$ cat src/rtl/mips_defines_pkg.sv
// Shared MIPS-16 definitions: opcodes used by jump control and the interrupt
// initiator, the interrupt vector, and the interrupt FSM state encoding.
package mips_defines_pkg;

   localparam logic [5:0]  OP_RET     = 6'b010000;
   localparam logic [15:0] IRQ_VECTOR = 16'hF000;

   typedef enum logic [2:0] {
      ST_IDLE    = 3'd0,
      ST_FIRE    = 3'd1,
      ST_ENTRY   = 3'd2,
      ST_SERVICE = 3'd3,
      ST_GUARD   = 3'd4
   } irq_state_e;

endpackage

$ cat src/rtl/irq_sync_edge.sv
// One request line: SYNC_STAGES-deep synchroniser followed by a rising-edge
// detector comparing the synchronised value with its previous sample.
module irq_sync_edge #(
   parameter int SYNC_STAGES = 2
) (
   input  logic clk,
   input  logic reset,
   input  logic req,
   output logic rise
);

   logic [SYNC_STAGES-1:0] sync;
   logic                   prev;

   always_ff @(posedge clk) begin
      if (!reset) begin
         sync <= '0;
         prev <= 1'b0;
      end else begin
         sync <= (sync << 1) | SYNC_STAGES'(req);
         prev <= sync[SYNC_STAGES-1];
      end
   end

   assign rise = sync[SYNC_STAGES-1] & ~prev;

endmodule

$ cat src/rtl/interrupt_controller.sv
// Interrupt initiator: synchronised edge capture, fixed-priority arbitration
// (bit 0 highest) and a non-nesting IDLE/FIRE/ENTRY/SERVICE/GUARD sequencer.
module interrupt_controller
   import mips_defines_pkg::*;
#(
   parameter int N_IRQ       = 4,
   parameter int ID_W        = 2,
   parameter int SYNC_STAGES = 2
) (
   input  logic             clk,
   input  logic             reset,
   input  logic [N_IRQ-1:0] irq_req,
   input  logic [5:0]       op,
   input  logic             mask_we,
   input  logic [N_IRQ-1:0] mask_wdata,
   output logic             interrupt,
   output logic [ID_W-1:0]  irq_id,
   output logic             irq_active,
   output logic [N_IRQ-1:0] pending,
   output logic [N_IRQ-1:0] mask
);

   irq_state_e       state, state_nxt;
   logic             entry_cnt;
   logic [N_IRQ-1:0] rise;
   logic [N_IRQ-1:0] eligible;
   logic [N_IRQ-1:0] win_onehot;
   logic [ID_W-1:0]  win_id;
   logic             fire;
   logic             ret_ok;

   for (genvar i = 0; i < N_IRQ; i++) begin : g_sync
      irq_sync_edge #(.SYNC_STAGES(SYNC_STAGES)) u_sync (
         .clk   (clk),
         .reset (reset),
         .req   (irq_req[i]),
         .rise  (rise[i])
      );
   end

   assign eligible   = pending & mask;
   // Isolate the lowest set bit: that is the highest-priority eligible source.
   assign win_onehot = eligible & (~eligible + N_IRQ'(1));
   assign ret_ok     = (state == ST_SERVICE) && (op == OP_RET);

   always_comb begin
      win_id = '0;
      for (int i = N_IRQ - 1; i >= 0; i--) begin
         if (eligible[i]) win_id = ID_W'(i);
      end
   end

   always_comb begin
      state_nxt = state;
      fire      = 1'b0;
      case (state)
         ST_IDLE: begin
            if (|eligible) begin
               state_nxt = ST_FIRE;
               fire      = 1'b1;
            end
         end
         ST_FIRE:    state_nxt = ST_ENTRY;
         ST_ENTRY:   if (entry_cnt) state_nxt = ST_SERVICE;
         ST_SERVICE: if (ret_ok) state_nxt = ST_GUARD;
         ST_GUARD:   state_nxt = ST_IDLE;
         default:    state_nxt = ST_IDLE;
      endcase
   end

   // The pulse, ID and active flag all register on the edge entering FIRE;
   // a new edge on the winning line in that same cycle keeps it pending.
   always_ff @(posedge clk) begin
      if (!reset) begin
         state      <= ST_IDLE;
         entry_cnt  <= 1'b0;
         interrupt  <= 1'b0;
         irq_id     <= '0;
         irq_active <= 1'b0;
         pending    <= '0;
         mask       <= '0;
      end else begin
         state     <= state_nxt;
         entry_cnt <= (state == ST_ENTRY) ? ~entry_cnt : 1'b0;
         interrupt <= fire;
         if (fire) begin
            irq_id     <= win_id;
            irq_active <= 1'b1;
         end else if (ret_ok) begin
            irq_active <= 1'b0;
         end
         pending <= (pending & ~(fire ? win_onehot : '0)) | rise;
         if (mask_we) mask <= mask_wdata;
      end
   end

endmodule
$ cat config.mk
export PLATFORM = sky130hd
export DESIGN_NAME = interrupt_controller
export DESIGN_NICKNAME = d
export VERILOG_FILES = /design/src/rtl/mips_defines_pkg.sv /design/src/rtl/irq_sync_edge.sv /design/src/rtl/interrupt_controller.sv
export SDC_FILE = /design/constraint.sdc
export NUM_CORES = 1
export LEC_CHECK = 0
export ABC_AREA = 1
export BUFFER_PORTS_ARGS = -buffer_cell sky130_fd_sc_hd__buf_4
export CAP_MARGIN = 20
export CORE_MARGIN = 2
export CORE_UTILIZATION = 50
export CTS_CLUSTER_SIZE = 12
export DETAILED_ROUTE_END_ITERATION = 10
export PLACE_DENSITY = 0.82
export SLEW_MARGIN = 30
export SYNTH_ARGS = -nofsm -noshare
export SYNTH_HDL_FRONTEND = slang
export SYNTH_SLANG_ARGS = --single-unit
$ cat constraint.sdc
create_clock -name clk -period 1.2 [get_ports clk]
set_clock_uncertainty 0.1 [all_clocks]
set_input_delay 0 -clock clk [delete_from_list [all_inputs] [get_ports clk]]
set_output_delay 0 -clock clk [all_outputs]
set_load 0.02 [all_outputs]
Word level (Yosys, flattened, before mapping) --
Index checks and enable logic that the tools add are counted.
Cells by class: $add $sub $neg 1, multiplexer cells 13, reduce and logical (&&, ||, !) cells 6, eq/ne operators 7, bitwise logic cells 19
Operators with widths (number):
- AND 4 bit | 3
- case mux 3 bit (4 select lines) | 1
- two-way mux 3 bit | 3
- two-way mux 2 bit | 4
- NOT 4 bit | 2
- bitwise OR 2 x 1 -> 2 bit | 4
- equality test 3 x 2 -> 1 bit (second input constant) | 2
- equality test 6 x 5 -> 1 bit (second input constant) | 1
- != test 2 bit (second input constant) | 3
- NOT 1 bit | 5
- adder 4 x 1 -> 4 bit (second input constant) | 1
- AND 1 bit | 4
- two-way mux 1 bit | 4
- two-way mux 4 bit | 1
- bitwise OR 4 bit | 1
- OR reduction 4 bit | 1
- equality test 3 x 1 -> 1 bit (second input constant) | 1
- logical NOT 3 bit | 1
- AND reduction 3 bit | 1
- AND reduction 2 bit | 1
- nonzero test 2 bit | 1
- logical AND 1 bit | 1
Storage, ports and cells: bits of input ports 17, output and inout port bits 12, register bits 28, word-level logic and storage cells 61

Depth between registers and ports, before layout --
word-level depth 8, mapped depth 7, mapped depth without buffers 7

Cells and area by module --
Synthesis repeated with hierarchy kept, for this count alone.
Second synthesis, totals: cell total of the unflattened synthesis 139, area total of the unflattened synthesis 1074.8 um^2
Modules (own cells, without submodules):
- interrupt_controller | times used 1, area each 704.4 um^2, cells an instance 95
- irq_sync_edge | times used 4, area each 92.6 um^2, cells an instance 11

Least setup slack after synthesis --
OpenSTA, ideal clock, no wires.
path kind reg2reg, from reg mask[0], to reg pending[0], required time 0.986 ns, setup slack 0.023 ns, stages on the path, launching flop included 8, data arrival time 0.964 ns, period minus slack after synthesis 1.177 ns, path through dfxtp_1 -> nand2_1 -> nand2_2 -> nor2_2 -> nor2_2 -> nand2_1 -> nand3_1 -> nand2_1
Between the ends: longest elaborated chain between the ends 8, elaborated cells on any way between the ends 11
Ends and longest elaborated chain:
- start, declared | RTL line interrupt_controller.sv:20 | output logic [N_IRQ-1:0] mask
- start signal, assigned | RTL line interrupt_controller.sv:93 | if (mask_we) mask <= mask_wdata;
- AND 4 bit * | RTL line interrupt_controller.sv:41 | assign eligible = pending & mask;
- NOT 4 bit / OR reduction 4 bit (equally long branches) | RTL line interrupt_controller.sv:43, interrupt_controller.sv:58
- adder 4 x 1 -> 4 bit / two-way mux 1 bit (equally long branches) | RTL line interrupt_controller.sv:43, interrupt_controller.sv:58
- AND 4 bit / two-way mux 1 bit (equally long branches) | RTL line interrupt_controller.sv:43, interrupt_controller.sv:56
- two-way mux 4 bit * | RTL line interrupt_controller.sv:92 | pending <= (pending & ~(fire ? win_onehot : '0)) | rise;
- NOT 4 bit * | RTL line interrupt_controller.sv:92
- AND 4 bit * | RTL line interrupt_controller.sv:92
- bitwise OR 4 bit * | RTL line interrupt_controller.sv:92
- end signal, assigned | RTL line interrupt_controller.sv:92
- end, declared | RTL line interrupt_controller.sv:19 | output logic [N_IRQ-1:0] pending,
Every way passes the cells marked *; elsewhere a longest branch is shown, timed or not. A chain may end at the register's enable or synchronous reset.

Final worst setup path --
from reg g_sync[1].u_sync.sync[1], to reg g_sync[1].u_sync.prev
RTL lines:
- start, declared | RTL line irq_sync_edge.sv:12 | logic [SYNC_STAGES-1:0] sync;
- start signal, assigned | RTL line irq_sync_edge.sv:20 | sync <= (sync << 1) | SYNC_STAGES'(req);
- end signal, assigned | RTL line irq_sync_edge.sv:21 | prev <= sync[SYNC_STAGES-1];
- end, declared | RTL line irq_sync_edge.sv:13 | logic prev;
No word-level cell between the ends.

==> summary.txt <==
DIE WIDTH: 50.15 um
Final hold slack: -0.09089 ns
Synth top area share: 0.5264
DRT Pass-1 Iters: 2
Total GRT Usage: 0.1999
Max Slew Vio Count: 0
MaxCap Viol Count: 0
First-pass GRT wire length: 3808 um
Dpl cells: 189
Clock buffers created by TritonCTS: 3
Rows: 16
# port buffers: 28
Crit path arrival time: 1.29 ns
Setup CP Type: flop to flop
Clk buf depth: 2
Mean area per synthesized cell: 7.829 um2
Initial Utilization: 0.5372
Fin crit share: 0.9697
Synthesized area: 0.001065 mm2
FF+latch count, synth: 28
Crit start category: flop
Mux cell area share after synthesis: 0
Worst slew margin: 0.8390
Final setup viols: 0
Initial antenna violation count: 0
Failing checks: negative hold slack
Main combinational cell family by area after synthesis: simple AND/OR/NAND/NOR gates
Top area cells in the synthesized netlist: dfxtp_1 53%, nand2_1 10%, inv_1 7.8%
Hpwl dp: 1467 um
Hold path cells: 3
Synth Area in Compound Gates: 0.08813
Vias in the first global route: 959
Largest net degree at the start of global routing: 26
Final non-filler cell total: 214
Reg2reg path depth: 3
Core box area: 0.001982 mm2
WL final: 2236 um
DIE AREA: 0.002515 mm2
Worst slew pin tran: 0.2409 ns
Hold buffers post-CTS: 24
IO Pins: 29
H-Tree Depth: 1
Adder-cell area share of the yosys netlist: 0
Cells after Synth: 136
Syn Nets: 153
RSZ-0062 raised after global routing: yes
Num Clock Sinks: 28
Post-Synth Simple-Gate Area: 0.2844
GR Overflow Total: 0
Status: finished with violations
Chip Height: 50.15 um
CP max FO: 2
Worst path required time: 1.33 ns
Nature of the critical path endpoint: flop
Wire per inst: 10.45 um
Power Density: 1395 mW/mm2
Area leader, netlist: dfxtp_1
Setup slack after layout: 0.03638 ns
Final Wtd Congestion: 0.9098
DRT antenna net count: 0
Setup Slack @ Placement: 0.04297 ns
Total negative slack: 0 ns
Leak pwr: 0.8122 nW
Distinct cell type count after synthesis: 22
Synthesis Warnings: 0
Final hold vios: 16
Sequential fraction of the synthesis area: 0.5264
Max Clock Freq: 859.4 MHz
Synth Area in XOR/XNOR: 0
Clock transition at the registers of the reported paths: 0.14 ns
Tot Pwr: 2.222 mW
Later-pin clock latency in the skew report: 0.33 ns
CTS tree: done
Nets@finish: 205
Minimum clock period after layout: 1.164 ns
Clk root buf: clkbuf_4
Via count: 988
Min-delay worst type: input port to flop
Vias per cell: 4.617
Ant diodes: 0
Maximum VDD drop: 1.522 mV
P&R area growth vs syn: 49.59%
Drt drc: 0
Share of layout cells above drive strength 1: 0.3583
Initial DRC Count: 14
flip-flops by register name, summed over array words and instances, names as in the netlist:
signal / flops
entry_cnt: 1
g_sync.u_sync.sync: 8
irq_active: 1
state: 3
interrupt: 1
mask: 4
irq_id: 2
g_sync.u_sync.prev: 4
pending: 4
power breakdown:
| group | switching, mW | leakage (nW) | internal [mW] |
|---|---|---|---|
| Clock | 0.267 | 0.0279 | 0.338 |
| Combinational | 0.307 | 0.551 | 0.242 |
| Sequential | 0.0590 | 0.234 | 1.01 |
| Total | 0.632 | 0.812 | 1.59 |
what timing repair did:
item                                    4_1_cts  5_1_grt
gates resized for setup                       0       16
endpoints found under the hold margin        25       15
setup buffers                                 0        1
endpoints found under the setup margin        0       10
placed cells by master (no fill, tap or decap), drive strengths merged:
| cell | n |
|---|---|
| or2 | 1 |
| nor2 | 21 |
| nand3 | 5 |
| clkbuf | 3 |
| nand4 | 1 |
| dlygate4sd3 | 20 |
| bufinv | 1 |
| inv | 24 |
| a21oi | 5 |
| nand2 | 35 |
| buf | 30 |
| o22ai | 3 |
| dfxtp | 28 |
| nor3b | 1 |
| o21ai | 7 |
| nor3 | 2 |
worst paths after layout:
| kind | endpoint | slack, ns | from |
|---|---|---|---|
| worst min-delay path | g_sync[2].u_sync.sync[0] | -0.09 | reset |
| worst max-delay path | g_sync[1].u_sync.prev | 0.04 | g_sync[1].u_sync.sync[1] |
| worst max register to register | g_sync[1].u_sync.prev | 0.04 | g_sync[1].u_sync.sync[1] |
| worst min register to register | pending[3] | 0.34 | g_sync[3].u_sync.prev |
kinds of logic (layout without fill, tap and decap cells):
group | count (synthesis) | in the layout
buf+inv | 27 | 78
flops | 28 | 28
simple gates | 66 | 66
compound gates | 15 | 15
synthesized netlist by cell type:
library cell and number:
inv_2 1, inv_1 22, inv_4 1, o21ai_0 6, nand2_4 1, o21ai_2 1
nor2_1 16, buf_2 2, clkbuf_2 1, a21oi_1 2, dfxtp_1 28, nand3_2 1
nor3b_1 1, nand3_1 4, or2_2 1, o22ai_1 3, a21oi_2 3, nand2_2 5
nor3_1 2, nand2_1 29, nand4_1 1, nor2_2 5
per-stage QoR:
stage | utilization | instance area (um2)
after floorplan | - | 1065
after detailed placement | 0.6566 | 1301
after global placement | 0.6566 | 1301
after global routing | 0.8037 | 1593
final | 0.8037 | 1593
after CTS | 0.8043 | 1594
worst max-delay path, stage by stage (launching register included):
cell and delay (ns):
dfxtp_1 0.33, nand2_1 0.07, inv_1 0.04, dlygate4sd3_1 0.54
routing by layer:
metal	track usage	wire (um)	vias up
li1	-	-	514
met1	0.2338	975	455
met2	0.3487	1165	17
met3	0.06548	81	2
met4	0.05093	14	0
met5	0	0	-
cell type report:
| cell class | count | area (um2) |
|---|---|---|
| multi-input cells | 81 | 414.1 |
| well taps | 27 | 33.78 |
| clock buffers | 3 | 22.52 |
| clock inverters | 1 | 30.03 |
| inverters | 24 | 92.59 |
| flip-flops and latches | 28 | 574.3 |
| fillers | 123 | 389.1 |
| repair buffers | 50 | 425.4 |
(Power assumes the default switching activity.)
